## src/rtl/engine_response_merger_pkg.sv

```systemverilog
// Memory/engine packet types shared by the response merger and its users.
// Holds the packet structs, the merge state encoding and the helper that
// folds one memory response into an engine packet's data fields.
package PKG_MEMORY;

    localparam int ENGINE_PACKET_DATA_NUM_FIELDS = 4;
    localparam int DATA_W                        = 32;
    localparam int MERGE_COUNT_W                 = $clog2(ENGINE_PACKET_DATA_NUM_FIELDS) + 1;

    typedef enum logic [1:0] {
        CMD_INVALID      = 2'd0,
        CMD_MEM_READ     = 2'd1,
        CMD_MEM_RESPONSE = 2'd2,
        CMD_ENGINE_DATA  = 2'd3
    } type_memory_cmd;

    typedef struct packed {
        logic [3:0] id_bundle;
        logic [3:0] id_lane;
    } PacketRouteAddress;

    typedef struct packed {
        PacketRouteAddress packet_source;
        PacketRouteAddress packet_destination;
    } PacketRoute;

    typedef struct packed {
        type_memory_cmd cmd;
    } PacketSubclass;

    typedef struct packed {
        PacketRoute    route;
        PacketSubclass subclass;
    } PacketMeta;

    typedef struct packed {
        logic [ENGINE_PACKET_DATA_NUM_FIELDS-1:0][DATA_W-1:0] field;
    } EnginePacketData;

    typedef struct packed {
        PacketMeta       meta;
        EnginePacketData data;
    } EnginePacketPayload;

    typedef struct packed {
        logic               valid;
        EnginePacketPayload payload;
    } EnginePacket;

    typedef struct packed {
        logic [DATA_W-1:0] field;
    } MemoryResponsePacketData;

    typedef struct packed {
        PacketMeta               meta;
        MemoryResponsePacketData data;
    } MemoryPacketPayload;

    typedef struct packed {
        logic               valid;
        MemoryPacketPayload payload;
    } MemoryPacket;

    typedef enum logic [2:0] {
        MERGE_IDLE    = 3'b001,
        MERGE_COLLECT = 3'b010,
        MERGE_EMIT    = 3'b100
    } type_response_merge_state;

    // Newest response lands in field[0]; older fields slide up by one slot.
    function automatic EnginePacketData map_MemoryResponsePacketData_to_EnginePacketData(
        input MemoryResponsePacketData response,
        input EnginePacketData         current
    );
        EnginePacketData merged;
        merged.field = {current.field[ENGINE_PACKET_DATA_NUM_FIELDS-2:0], response.field};
        return merged;
    endfunction

endpackage

```

## src/rtl/engine_response_merger.sv

```systemverilog
// Merges FIELDS_REQUIRED memory read responses into a pending engine packet
// template and emits the result as one engine packet.
// Optional source-id checking is compiled in with GRAPHBLOX_RESPONSE_ID_CHECK_EN.
module engine_response_merger
    import PKG_MEMORY::*;
#(
    parameter int FIELDS_REQUIRED = 1,
    parameter int ID_CHECK_SOURCE = 1
) (
    input  logic                     ap_clk,
    input  logic                     ap_rst_n,
    input  EnginePacket              template_in,
    output logic                     template_in_ready,
    input  MemoryPacket              response_in,
    output logic                     response_in_ready,
    output EnginePacket              engine_out,
    input  logic                     engine_out_ready,
    output logic [MERGE_COUNT_W-1:0] merge_count_out,
    output logic                     error_out
);

    localparam logic [MERGE_COUNT_W-1:0] LAST_COUNT = MERGE_COUNT_W'(FIELDS_REQUIRED - 1);

    type_response_merge_state state;
    type_response_merge_state next_state;
    PacketRoute               template_route;
    EnginePacketData          merge_data;
    logic [MERGE_COUNT_W-1:0] count;
    logic                     error_q;
    logic                     response_take;
    logic                     response_bad;
    logic                     response_merge;
    logic                     unused_fields;

    assign response_take = (state == MERGE_COLLECT) && response_in.valid;

`ifdef GRAPHBLOX_RESPONSE_ID_CHECK_EN
    assign response_bad  = (ID_CHECK_SOURCE != 0) &&
                           (response_in.payload.meta.route.packet_source != template_route.packet_source);
    assign unused_fields = ^{response_in.payload.meta.route.packet_destination,
                             response_in.payload.meta.subclass,
                             template_in.payload.meta.subclass};
`else
    assign response_bad  = 1'b0;
    assign unused_fields = ^{response_in.payload.meta,
                             template_in.payload.meta.subclass,
                             (ID_CHECK_SOURCE != 0)};
`endif

    assign response_merge  = response_take && !response_bad;
    assign merge_count_out = count;
    assign error_out       = error_q;

    // State register.
    always_ff @(posedge ap_clk) begin
        if (!ap_rst_n) begin
            state <= MERGE_IDLE;
        end else begin
            state <= next_state;
        end
    end

    // Template latch, response merge, count and reject pulse.
    always_ff @(posedge ap_clk) begin
        if (!ap_rst_n) begin
            template_route <= '0;
            merge_data     <= '0;
            count          <= '0;
            error_q        <= 1'b0;
        end else begin
            error_q <= response_take && response_bad;
            if (state == MERGE_IDLE && template_in.valid) begin
                template_route <= template_in.payload.meta.route;
                merge_data     <= template_in.payload.data;
                count          <= '0;
            end
            if (response_merge) begin
                merge_data <= map_MemoryResponsePacketData_to_EnginePacketData(
                                  response_in.payload.data, merge_data);
                count      <= count + MERGE_COUNT_W'(1);
            end
        end
    end

    // Next state, handshake readies and the emitted packet.
    always_comb begin
        next_state        = state;
        template_in_ready = 1'b0;
        response_in_ready = 1'b0;
        engine_out        = '0;
        unique case (state)
            MERGE_IDLE: begin
                // Readies are held low while reset is asserted.
                template_in_ready = ap_rst_n;
                if (template_in.valid) begin
                    next_state = MERGE_COLLECT;
                end
            end
            MERGE_COLLECT: begin
                response_in_ready = ap_rst_n;
                if (response_merge && count == LAST_COUNT) begin
                    next_state = MERGE_EMIT;
                end
            end
            MERGE_EMIT: begin
                engine_out.valid                      = 1'b1;
                engine_out.payload.meta.route         = template_route;
                engine_out.payload.meta.subclass.cmd  = CMD_ENGINE_DATA;
                engine_out.payload.data               = merge_data;
                if (engine_out_ready) begin
                    next_state = MERGE_IDLE;
                end
            end
            default: begin
                next_state = MERGE_IDLE;
            end
        endcase
    end

endmodule

```

## config.mk

```make
export PLATFORM = sky130hd
export DESIGN_NAME = engine_response_merger
export DESIGN_NICKNAME = d
export VERILOG_FILES = /design/src/rtl/engine_response_merger_pkg.sv /design/src/rtl/engine_response_merger.sv
export SDC_FILE = /design/constraint.sdc
export NUM_CORES = 1
export LEC_CHECK = 0
export ABC_AREA = 1
export CAP_MARGIN = 5
export CELL_PAD_IN_SITES_DETAIL_PLACEMENT = 0
export CELL_PAD_IN_SITES_GLOBAL_PLACEMENT = 2
export CORE_ASPECT_RATIO = 1.1
export CORE_MARGIN = 4
export CORE_UTILIZATION = 32
export CTS_BUF_LIST = sky130_fd_sc_hd__clkbuf_4
export CTS_CLUSTER_DIAMETER = 40
export DETAILED_ROUTE_END_ITERATION = 10
export DONT_BUFFER_PORTS = 1
export GPL_ROUTABILITY_DRIVEN = 1
export PLACE_DENSITY = 0.82
export SLEW_MARGIN = 20
export SYNTH_ARGS = -nofsm -noshare
export SYNTH_HDL_FRONTEND = slang
export SYNTH_SLANG_ARGS = --single-unit
export TNS_END_PERCENT = 1
```

## constraint.sdc

```tcl
create_clock -name ap_clk -period 1.8 [get_ports ap_clk]
set_input_delay 0.36 -clock ap_clk [delete_from_list [all_inputs] [get_ports ap_clk]]
set_output_delay 0.36 -clock ap_clk [all_outputs]
set_load 0.03 [all_outputs]
```

# Yosys cells after proc, flatten, opt, wreduce, memory -nomap -nowiden
# Index checks and enable logic that the tools add are counted.
[totals]
out_inout_bits = 153
elab_cells = 34
register_bits = 150
[op_classes]
mux = 11
eq_ne = 6
addsub = 1
reduce_logical = 6
[ops]
columns = ["cell", "count"]
rows = [
  ["$mux 128", 2],
  ["$mux 147", 1],
  ["$mux 3", 5],
  ["$pmux 3 s3", 1],
  ["$ne 2x2->1 const B", 2],
  ["$add 3x1->3 const B", 1],
  ["$eq 3x1->1 const B", 1],
  ["$eq 3x2->1 const B", 1],
  ["$eq 3x3->1 const B", 1],
  ["$logic_and 1x1->1", 3],
  ["$logic_not 3->1", 1],
  ["$reduce_and 3->1", 1],
  ["$mux 1", 2],
  ["$ne 2x1->1 const B", 1],
  ["$reduce_bool 2->1", 1],
]

# Logic depth before layout (Yosys ltp)
[depth]
word_depth = 5
mapped_depth = 8
ltp_nobuf = 7

# Least setup slack after synthesis
# Ideal clock, no wire load.
[synth_path]
path_type = "reg2out"
startpoint = "register state[1]"
endpoint = "output port engine_out[100] (netlist name)"
arrival_ps = 1910
stages_incl_launch_ff = 6
t_required_ps = 1440
path_buffers = 2
path_slack_ps = -470
path_cell_list = "dfxtp_1 nor3_2 inv_2 clkbuf_1 buf_1 nor2_1"
[synth_rtl]
columns = ["item", "line_no", "source"]
rows = [
  ["from (decl)", "engine_response_merger.sv:24", "type_response_merge_state state;"],
  ["from (signal assigned)", "engine_response_merger.sv:59", "state <= next_state;"],
  ["to (decl)", "engine_response_merger.sv:16", "output EnginePacket engine_out,"],
]

==> results.json <==
{
  "p_per_area_nw_per_um2": 646.3,
  "synthDistinctLibCells": 21,
  "max_freq_mhz": 451.6,
  "ir_worst_vdd_uv": 301.1,
  "critical_path.cell_chain": "nor3_4, bufinv_16, clkbuf_16, nor2_1, buf_4",
  "clock_skew_ns": 0.02103,
  "synthToLayoutAreaGrowth_pct": 49.52,
  "first_global_vias": 8452,
  "drv_cap": 0,
  "p_sw_uw": 2691,
  "rows": 60,
  "grtUsageTotal_pct": 20.21,
  "fin_hold_ws_ns": -0.08583,
  "slew_viol_final": 0,
  "final_cell_area_um2": 12150,
  "tns_ns": -53.26,
  "drt-total-wl_um": 30200,
  "cts_root_buf": "clkbuf_4",
  "cts_made_buffers": 17,
  "worst_pin_slew_ns": 0.8573,
  "synth_seq_cells": 150,
  "grt_max_degree": 117,
  "critPathMaxFanout": 13,
  "cts_sinks": 150,
  "slowest_stage": "dfxtp_2",
  "firstDrtPassIters": 6,
  "nets": 1750,
  "grt_antenna_before_repair": 2,
  "die_area_um2": 28000,
  "crit_type": "flop to output port",
  "coreArea_um2": 24700,
  "violations": "hold timing, setup timing",
  "synth_area_um2": 8123,
  "hold_violations": 41,
  "overflow": 0,
  "viasPerCell": 4.796,
  "vias": 8979,
  "dpl_worst_slack_ns": 0.08485,
  "relSlewSlack_pct": 42.66,
  "synth_fp_nets": 1531,
  "seqPwrFrac_pct": 48.2,
  "end_kind": "output port",
  "ant_nets": 0,
  "die_w_um": 159.9,
  "p_leak_uw": 0.005254,
  "synth_warnings": 0,
  "internal_power_uw": 5158,
  "layout_setup_ws_ns": -0.4146,
  "drc": 0,
  "syn_avg_cell_area_um2": 6.117,
  "clk_latency_ns": 0.56,
  "power_uw": 7849,
  "initial_utilization_pct": 32.89,
  "seq_area_frac_synth_pct": 36.97,
  "setup_violations": 149,
  "ioPinCount": 354,
  "die_height_um": 175.1,
  "drtIter0Drc": 501,
  "io_buffers": 0,
  "switching_share_pct": 34.28,
  "routabilityCongestion": 0.8276,
  "rsz0062_at_grt": "true",
  "p_comb_share_pct": 24.3,
  "final_util_pct": 49.17,
  "start_kind": "flop",
  "required_ns": 1.44,
  "grt_pass1_wl_um": 46290,
  "outcome": "finished with violations",
  "drive_gt1_share_pct": 22.44,
  "min_period_over_period_pct": 123.0,
  "period_needed_ns": 2.215,
  "max_stage_delay_ns": 0.36,
  "cts_tree": "yes",
  "htreeDepth": 4,
  "clock_path_buffers": 2,
  "hold_path_class": "input pin to flop",
  "placed_cell_area_um2": 9743,
  "crit_arrival_ns": 1.85,
  "clk_pin_slew_ns": 0.14,
  "wire_per_inst_um": 16.13,
  "dp_hpwl_um": 20000,
  "syn_inst": 1328,
  "p_clk_share_pct": 27.5
}
## path summary, 6_finish.rpt
kind                            slack (ns)  cells after the start           from              to
worst max-delay path                 -0.41                      5       state[1]  engine_out[18]
worst min-delay path                 -0.09                      1       ap_rst_n        state[0]
worst max register to register        0.18                      7       state[1]  merge_data[99]
worst min register to register        0.47                      2  merge_data[6]   merge_data[6]
## synth_stat cells
cell type	n	area share (%)
nor3_1	97	6.0
nand2_1	167	7.7
inv_2	5	0.23
inv_1	215	9.9
nor3_2	1	0.12
buf_2	55	3.4
nand4_1	32	2.5
dfxtp_1	150	37
clkbuf_1	37	1.7
or2_2	1	0.077
ha_1	2	0.31
nor2_1	245	11
or2_1	1	0.077
o21ai_1	2	0.12
a21oi_1	52	3.2
nand4_2	1	0.15
buf_1	14	0.65
nand3_1	230	14
conb_1	1	0.046
buf_4	4	0.37
o21ai_0	16	0.99
## placed cells by master (no fill, tap or decap), drive strengths merged
| cell type | netlist | layout |
|---|---|---|
| nand2 | 167 | 167 |
| inv | 220 | 227 |
| clkbuf | 37 | 20 |
| nor2 | 245 | 245 |
| o21ai | 18 | 18 |
| dfxtp | 150 | 150 |
| buf | 73 | 187 |
| bufinv | 0 | 2 |
| or2 | 2 | 2 |
| nand3 | 230 | 230 |
| nand4 | 33 | 33 |
| diode | 0 | 2 |
| a21oi | 52 | 52 |
| clkinv | 0 | 6 |
| ha | 2 | 2 |
| conb | 1 | 1 |
| clkinvlp | 0 | 1 |
| nor3 | 98 | 98 |
| dlygate4sd3 | 0 | 119 |
## worst max-delay path: cells and delay by family, from the launching register on
family / cells / cell delay [ns]
simple gates: 2 / 0.32
flops: 1 / 0.36
buf+inv: 3 / 0.62
## cell families after synthesis
kind of cell,Yosys count,share of synthesized area (%)
and+or+nand+nor,775,42.08
DFF,150,36.97
adders and majority gates,2,0.3080
buffers and inverters,330,16.28
other,1,0.04617
AOI/OAI and AO/OA,70,4.313
## power by group through the flow
stage / logic, uW / clock network (uW) / registers [uW]
after detailed placement: 1630 / 0 / 3860
after global placement: 1610 / 0 / 3850
after floorplan: 1290 / 0 / 3840
after CTS: 1850 / 2260 / 3780
final: 1910 / 2150 / 3780
after global routing: 2170 / 2400 / 3820
## state kept, by name, summed over array words and instances (netlist names)
register	cells
merge_data	128
template_route	16
merge_count_out	3
state	3
## layer usage
layer	vias to the layer above	part of all wire [%]	global-route usage, %
met5	-	0	0
met4	0	1.6	5.127
met3	25	4.8	4.411
met2	269	48	33.57
met1	4082	46	26.76
li1	4603	-	-
## cell type report
cell class	instances	area [um2]
antenna	2	5.005
clock buffer	17	127.6
clock inverter	15	143.9
fill	2555	12550
inverter	220	857.1
multi-input combinational	848	4238
sequential	150	3007
tap	310	387.9
timing repair buffer	309	3373
timing repair inverter	1	6.256
## through the flow
step / hold WS [ns] / std cells
global route: -0.1446 / 1872
detailed placement: 0.4453 / 1708
CTS: -0.1485 / 1855
global placement: 0.4392 / 1708
finish: -0.08583 / 1872
floorplan: 0.4300 / 1328
## timing repair
action / 4_1_cts / 5_1_grt
resized for setup: 111 / 95
setup buffers: 4 / 0
cloned: 4 / 3
pin swaps: 1 / 1
hold endpoints to repair: 147 / 116
hold buffers: 107 / 12
setup endpoints to repair: 149 / 149
(Power assumes the default switching activity.)
